`src/rtl/pwm_deadtime_gen_pkg.sv`:
```
// Shared PWM enums and the dead-time FSM state encoding.
// Pure type/constant definitions, no logic, no latency.
// No flow control; values are consumed combinationally by the PWM legs.
`ifndef DTCOUNT_WIDTH
`define DTCOUNT_WIDTH 8
`endif

package pwm_deadtime_gen_pkg;

  // Channel enable.
  typedef enum logic {
    PWM_OFF = 1'b0,
    PWM_ON  = 1'b1
  } _pwm_onoff;

  // Dead-time insertion enable.
  typedef enum logic {
    DT_OFF = 1'b0,
    DT_ON  = 1'b1
  } _dt_onoff;

  // Output polarity; LOGIC_NEG drives active-low gates.
  typedef enum logic {
    LOGIC_POS = 1'b0,
    LOGIC_NEG = 1'b1
  } _logic_pwm;

  // Dead-time generator states.
  typedef enum logic [2:0] {
    S_OFF     = 3'd0,
    S_LOW     = 3'd1,
    S_DT_RISE = 3'd2,
    S_HIGH    = 3'd3,
    S_DT_FALL = 3'd4
  } _dt_state;

endpackage

```
`src/rtl/pwm_deadtime_gen.sv`:
```
// Dead-time insertion: raw PWM leg in, complementary high/low gate pair out.
// Latency: one clk edge to outputs; the rising/falling dead times add dt_rise/dt_fall ce ticks.
// No backpressure; a pwm_in pulse shorter than the dead time is swallowed.
`ifndef DTCOUNT_WIDTH
`define DTCOUNT_WIDTH 8
`endif

module pwm_deadtime_gen
  import pwm_deadtime_gen_pkg::*;
#(
  parameter int DT_WIDTH = `DTCOUNT_WIDTH
) (
  input  logic                clk,
  input  logic                rstn,
  input  logic                ce,
  input  _pwm_onoff           pwm_on,
  input  _dt_onoff            dt_on,
  input  _logic_pwm           logic_pol,
  input  logic [DT_WIDTH-1:0] dt_rise,
  input  logic [DT_WIDTH-1:0] dt_fall,
  input  logic                pwm_in,
  output logic                pwm_h,
  output logic                pwm_l,
  output logic                dt_busy
);

  _dt_state            state_q, state_d;
  logic [DT_WIDTH-1:0] cnt_q, cnt_d;
  logic                pwm_h_q, pwm_h_d;
  logic                pwm_l_q, pwm_l_d;
  logic                dt_busy_q, dt_busy_d;
  logic                dt_eff_r, dt_eff_f;
  logic                pol;

  // A zero dead time behaves exactly like dead time disabled.
  assign dt_eff_r = (dt_on == DT_ON) && (dt_rise != '0);
  assign dt_eff_f = (dt_on == DT_ON) && (dt_fall != '0);
  assign pol      = logic'(logic_pol);

  // Next-state, counter and registered-output decode of the next state.
  always_comb begin
    state_d = state_q;
    cnt_d   = cnt_q;
    if (pwm_on == PWM_OFF) begin
      state_d = S_OFF;
    end else if (ce) begin
      case (state_q)
        // Leaving S_OFF always passes through dead time when it is enabled.
        S_OFF: begin
          if (pwm_in) begin
            if (dt_eff_r) begin
              state_d = S_DT_RISE;
              cnt_d   = dt_rise;
            end else begin
              state_d = S_HIGH;
            end
          end else begin
            if (dt_eff_f) begin
              state_d = S_DT_FALL;
              cnt_d   = dt_fall;
            end else begin
              state_d = S_LOW;
            end
          end
        end
        S_LOW: begin
          if (pwm_in) begin
            if (dt_eff_r) begin
              state_d = S_DT_RISE;
              cnt_d   = dt_rise;
            end else begin
              state_d = S_HIGH;
            end
          end
        end
        S_DT_RISE: begin
          if (!pwm_in) begin
            state_d = S_LOW;
          end else if (cnt_q == DT_WIDTH'(1)) begin
            state_d = S_HIGH;
          end else begin
            cnt_d = cnt_q - DT_WIDTH'(1);
          end
        end
        S_HIGH: begin
          if (!pwm_in) begin
            if (dt_eff_f) begin
              state_d = S_DT_FALL;
              cnt_d   = dt_fall;
            end else begin
              state_d = S_LOW;
            end
          end
        end
        S_DT_FALL: begin
          if (pwm_in) begin
            state_d = S_HIGH;
          end else if (cnt_q == DT_WIDTH'(1)) begin
            state_d = S_LOW;
          end else begin
            cnt_d = cnt_q - DT_WIDTH'(1);
          end
        end
        default: begin
          state_d = S_OFF;
        end
      endcase
    end
    pwm_h_d   = (state_d == S_HIGH) ^ pol;
    pwm_l_d   = (state_d == S_LOW) ^ pol;
    dt_busy_d = (state_d == S_DT_RISE) || (state_d == S_DT_FALL);
  end

  // State, counter and output flops; reset forces both gates to the inactive level.
  always_ff @(posedge clk) begin
    if (!rstn) begin
      state_q   <= S_OFF;
      cnt_q     <= '0;
      pwm_h_q   <= pol;
      pwm_l_q   <= pol;
      dt_busy_q <= 1'b0;
    end else begin
      state_q   <= state_d;
      cnt_q     <= cnt_d;
      pwm_h_q   <= pwm_h_d;
      pwm_l_q   <= pwm_l_d;
      dt_busy_q <= dt_busy_d;
    end
  end

  assign pwm_h   = pwm_h_q;
  assign pwm_l   = pwm_l_q;
  assign dt_busy = dt_busy_q;

endmodule

```
`config.mk`:
```
export PLATFORM = sky130hd
export DESIGN_NAME = pwm_deadtime_gen
export DESIGN_NICKNAME = d
export VERILOG_FILES = /design/src/rtl/pwm_deadtime_gen_pkg.sv /design/src/rtl/pwm_deadtime_gen.sv
export SDC_FILE = /design/constraint.sdc
export NUM_CORES = 1
export LEC_CHECK = 0
export CORE_MARGIN = 5
export CORE_UTILIZATION = 24
export CTS_BUF_LIST = sky130_fd_sc_hd__clkbuf_4 sky130_fd_sc_hd__clkbuf_8
export DETAILED_ROUTE_END_ITERATION = 8
export SLEW_MARGIN = 20
export SYNTH_ARGS = -nofsm -noshare
export SYNTH_HDL_FRONTEND = slang
export SYNTH_SLANG_ARGS = --single-unit
```
`constraint.sdc`:
```
create_clock -name clk -period 3.97 [get_ports clk]
set_input_delay 0.794 -clock clk [delete_from_list [all_inputs] [get_ports clk]]
set_output_delay 0.794 -clock clk [all_outputs]
set_load 0.01 [all_outputs]
```
; ---- After elaboration in Yosys (flattened, before gate mapping)
; Cells that the tools add are included.
[totals]
ff_bits = 14
inputBits = 23
output_inout_bits = 3
[op_classes]
addsub = 1
n_eq_ne = 13
muxes = 23
bitwise = 2
reduce_logical = 8
[op_table]
columns = op, n
row1 = 2-to-1 mux 8 bit, 8
row2 = case mux 8 bit (5 select lines), 1
row3 = 2-to-1 mux 3 bit, 10
row4 = nonzero test 8 bit, 2
row5 = case mux 3 bit (5 select lines), 1
row6 = "== test 3 x 2 -> 1 bit, second input constant", 4
row7 = "== test 8 x 1 -> 1 bit, second input constant", 1
row8 = "!= test 2 bit, second input constant", 4
row9 = "subtractor 8 x 1 -> 8 bit, second input constant", 1
row10 = AND reduction 7 bit, 1
row11 = "== test 3 x 1 -> 1 bit, second input constant", 2
row12 = "== test 3 bit, second input constant", 2
row13 = nonzero test 5 bit, 1
row14 = zero test 3 bit, 1
row15 = 2-to-1 mux 1 bit, 3
row16 = logical AND 1 bit, 2
row17 = bitwise XOR 1 bit, 2
row18 = logical OR 1 bit, 1

; ---- Depth between registers and ports, before layout
[logic_depth]
word_depth = 10
ltp_mapped = 8
ltp_nobuf = 8

; ---- Least setup slack after synthesis
; Ideal clock, no wire load.
[synth_timing]
path_type = input port to flip-flop
from = input port dt_fall[7]
to = register pwm_h_q, in the netlist pwm_h
setup_ns = 0.118
arrival_time_ns = 2.192
required_time_ns = 3.852
path_slack_ns = 1.660
stages = 6
n_path_buf = 0
cell_sequence = or4_1 o21a_1 a32o_2 nor3_2 nand2_1 xnor2_1
[synth_between]
elab_chain_len = 10
word_cells_on_any_way = 11
[synth_rtl]
columns = element, line
row1 = from (decl), pwm_deadtime_gen.sv:20  ; input logic [DT_WIDTH-1:0] dt_fall,
row2 = nonzero test 8 bit *, pwm_deadtime_gen.sv:37  ; assign dt_eff_f = (dt_on == DT_ON) && (dt_fall != '0);
row3 = logical AND 1 bit *, pwm_deadtime_gen.sv:37
row4 = 2-to-1 mux 3 bit *, "pwm_deadtime_gen.sv:58, pwm_deadtime_gen.sv:87"
row5 = 2-to-1 mux 3 bit (on tied branches), "pwm_deadtime_gen.sv:86, pwm_deadtime_gen.sv:50"
row6 = case mux 3 bit (5 select lines) *, pwm_deadtime_gen.sv:47  ; case (state_q)
row7 = 2-to-1 mux 3 bit *, pwm_deadtime_gen.sv:46  ; end else if (ce) begin
row8 = 2-to-1 mux 3 bit *, pwm_deadtime_gen.sv:44  ; if (pwm_on == PWM_OFF) begin
row9 = == test 3 x 2 -> 1 bit *, pwm_deadtime_gen.sv:109  ; pwm_h_d = (state_d == S_HIGH) ^ pol;
row10 = bitwise XOR 1 bit *, pwm_deadtime_gen.sv:109
row11 = 2-to-1 mux 1 bit *, pwm_deadtime_gen.sv:116  ; if (!rstn) begin
row12 = to (signal assigned), pwm_deadtime_gen.sv:119  ; pwm_h_q <= pol;
row13 = to (signal assigned), pwm_deadtime_gen.sv:125  ; pwm_h_q <= pwm_h_d;
row14 = to (decl), pwm_deadtime_gen.sv:29  ; logic pwm_h_q, pwm_h_d;
; Every way passes the cells marked *; elsewhere a longest branch is shown, timed or not.
; A chain may end at the register's enable or synchronous reset.

; ---- Worst setup path after layout
[layout_timing]
from = input port pwm_in
to = register cnt_q[4]
[layout_between]
elab_chain_len = 2
word_cells_on_any_way = 7
[layout_rtl]
columns = element, line
row1 = from (decl), pwm_deadtime_gen.sv:21  ; input logic pwm_in,
row2 = != test 2 bit (no source line) / 2-to-1 mux 8 bit (equally long branches), n/a
row3 = AND reduction 7 bit (no source line) / case mux 8 bit (5 select lines) (equally long branches), n/a
row4 = to (signal assigned), pwm_deadtime_gen.sv:124  ; cnt_q <= cnt_d;
row5 = to (decl), pwm_deadtime_gen.sv:28  ; logic [DT_WIDTH-1:0] cnt_q, cnt_d;
; Parallel ways exist; a longest one is shown, timed or not.

==> reports/qor.yml <==
die_h_um: 84.48
die_w_um: 84.48
grt_max_degree: 20
drt_iter0_drc: 95
rsz0062_at_grt: "false"
drive_above_1_share_pct: 9.375
ys_top_cells_by_area: "dfxtp_1 (21%), nand2_1 (4.5%), nor2_1 (4.5%)"
wl_mm: 4.081
drc: 0
cts_tree: "yes"
syn_to_final_growth_pct: 24.15
num_vias: 1447
path_clk_slew_ns: 0.05
p_clk_share_pct: 28.1
max_freq_mhz: 363.2
status: "finished clean"
port_buffers: 25
internal-power_mw: 0.2768
rows: 27
start_util_pct: 24.48
netlist.area_leader.share_pct: 21.05
fin_skew_ns: 0.001379
timing.final.crit_period_ns: 2.754
fin_setup_tns_ns: 0
grt_use_total_pct: 11.45
holdWs_ns: 0.5852
die_area_mm2: 0.007137
grt_overflow_total: 0
htree_levels: 1
cts_root_buf: "clkbuf_8"
hold_buffers: 0
finalHoldViolations: 0
post_cts_buffers: 0
cap_violations: 0
worst_pin_slew_ns: 0.6840
power_switching_mw: 0.1262
yosys-top-cells-count: "nand2_1 (16), nor2_1 (16), dfxtp_1 (14)"
grt_pass1_wl_mm: 6.768
wire_per_inst_um: 15.46
grt_pass1_vias: 1417
nets: 219
fin_crit_sh_pct: 69.36
vias_per_cell: 5.481
ys.flop_type: "dfxtp_1"
clockBufferDepth: 2
worstPathArrival_ns: 2.88
ioPinCount: 26
core_area_mm2: 0.005439
yosysUniqueCellTypes: 63
setup_viol: 0
cp_data_required_time_ns: 4.09
globalplace.congestion: 0.8528
synth-seq-cells: 14
netlist_area_mm2: 0.001331
first_pass_iters: 4
slew_viol_final: 0
yosysTopAreaCell: "dfxtp_1"
ys_async_sr_fraction_pct: 0
cts.sinks: 14
diodes: 0
ys_warn_count: 0
ir_drop_v: 0.00008086
p_sw_share_pct: 31.32
p_total_mw: 0.4030
synth-seq-area-share_pct: 21.05
syn_inst: 172
synth.avg_cell_area_um2: 7.740
cts_resized: 0
crit_path_end_kind: "flip-flop"
p_per_area_mw_per_mm2: 243.8
numCtsBuffers: 3
slew_headroom_pct: 54.26
critical_path_peak_fanout: 14
path_class: "input pin to flip-flop"
fill_cells: 574
insertion_delay_ns: 0.24
pwr-share-comb_pct: 32.2
worst_setup_path_start_kind: "input pin"
hpwl_mm: 3.307
synth_edf_count: 0
pwr-share-seq_pct: 39.6
hold_class: "flip-flop to flip-flop"
p_leak_nw: 0.5408
ant_nets: 0
antenna_found_initial: 0
syn_nets: 197
-- path summary, 6_finish.rpt --
path / start / end / slack (ns) / depth (start not counted)
max: pwm_in / cnt_q[4]$_SDFFE_PN0P_ / 1.22 / 7
min: cnt_q[3]$_SDFFE_PN0P_ / cnt_q[3]$_SDFFE_PN0P_ / 0.59 / 2
max reg2reg: state_q[0]$_SDFF_PN0_ / cnt_q[4]$_SDFFE_PN0P_ / 1.75 / 6
min reg2reg: cnt_q[3]$_SDFFE_PN0P_ / cnt_q[3]$_SDFFE_PN0P_ / 0.59 / 2
-- cell families (layout without fill, tap and decap cells) --
group | Yosys count | count (layout) | synth area share [%]
compound gates | 66 | 66 | 38.63
buf+inv | 15 | 35 | 6.486
mux | 2 | 2 | 1.504
fa+ha+maj | 2 | 2 | 1.879
flops | 14 | 14 | 21.05
xor+xnor | 4 | 4 | 2.632
simple gates | 69 | 69 | 27.82
-- registers in the layout (all words and copies together) (netlist names) --
signal	cells
cnt_q	8
state_q	3
dt_busy	1
pwm_h	1
pwm_l	1
-- worst max-delay path: stages --
cell and delay, ns:
clkdlybuf4s50_1 0.64, nor4bb_1 0.38, a211oi_1 0.12, a211oi_2 0.49, o21ai_2 0.16, o211ai_1 0.20
o21ai_0 0.10
-- layout by cell type, fill, tap and decap left out, drive strengths merged, types with 2 or more instances in the layout --
cell type / count
nand3: 4
inv: 7
nor2b: 3
nor3: 6
a22oi: 5
o21ai: 14
o211ai: 7
o221ai: 2
or4: 4
mux2i: 2
or3: 2
nand2b: 4
nand2: 16
xnor2: 3
a31o: 2
a221oi: 4
a31oi: 4
and2: 2
a21oi: 8
clkbuf: 3
clkdlybuf4s50: 25
a211oi: 2
ha: 2
dfxtp: 14
a22o: 2
nand4: 3
and2b: 2
nor2: 16
-- area by class of cell --
| class | instances | area, µm² | share of cell area, % |
|---|---|---|---|
| clock buffers | 3 | 41.29 | 2.498 |
| inverters | 7 | 26.28 | 1.590 |
| multi-input cells | 143 | 964.7 | 58.36 |
| flip-flops and latches | 14 | 280.3 | 16.96 |
| well taps | 72 | 90.09 | 5.450 |
| repair buffers | 25 | 250.2 | 15.14 |
-- metrics by stage --
step / setup slack (ns) / utilization (%) / area (µm²) / cells
after floorplan: 1.660 / - / 1331 / 172
after global placement: 1.003 / 29.63 / 1612 / 261
after detailed placement: 1.006 / 29.63 / 1612 / 261
after CTS: 1.264 / 30.39 / 1653 / 264
after global routing: 0.9975 / 30.39 / 1653 / 264
final: 1.216 / 30.39 / 1653 / 264
-- power by group through the flow --
stage	registers [mW]	clock network (mW)	logic, mW
CTS	0.159	0.117	0.129
floorplan	0.157	0	0.0837
finish	0.160	0.113	0.130
global placement	0.162	0	0.129
detailed placement	0.162	0	0.129
global route	0.161	0.126	0.144
-- layer usage --
metal  GRT usage (%)  part of all wire [%]
met5               0                     0
met4           2.014                  0.81
met3           2.846                   3.6
met2           19.43                    49
met1           14.83                    47
Power figures use the tool's default switching activity.
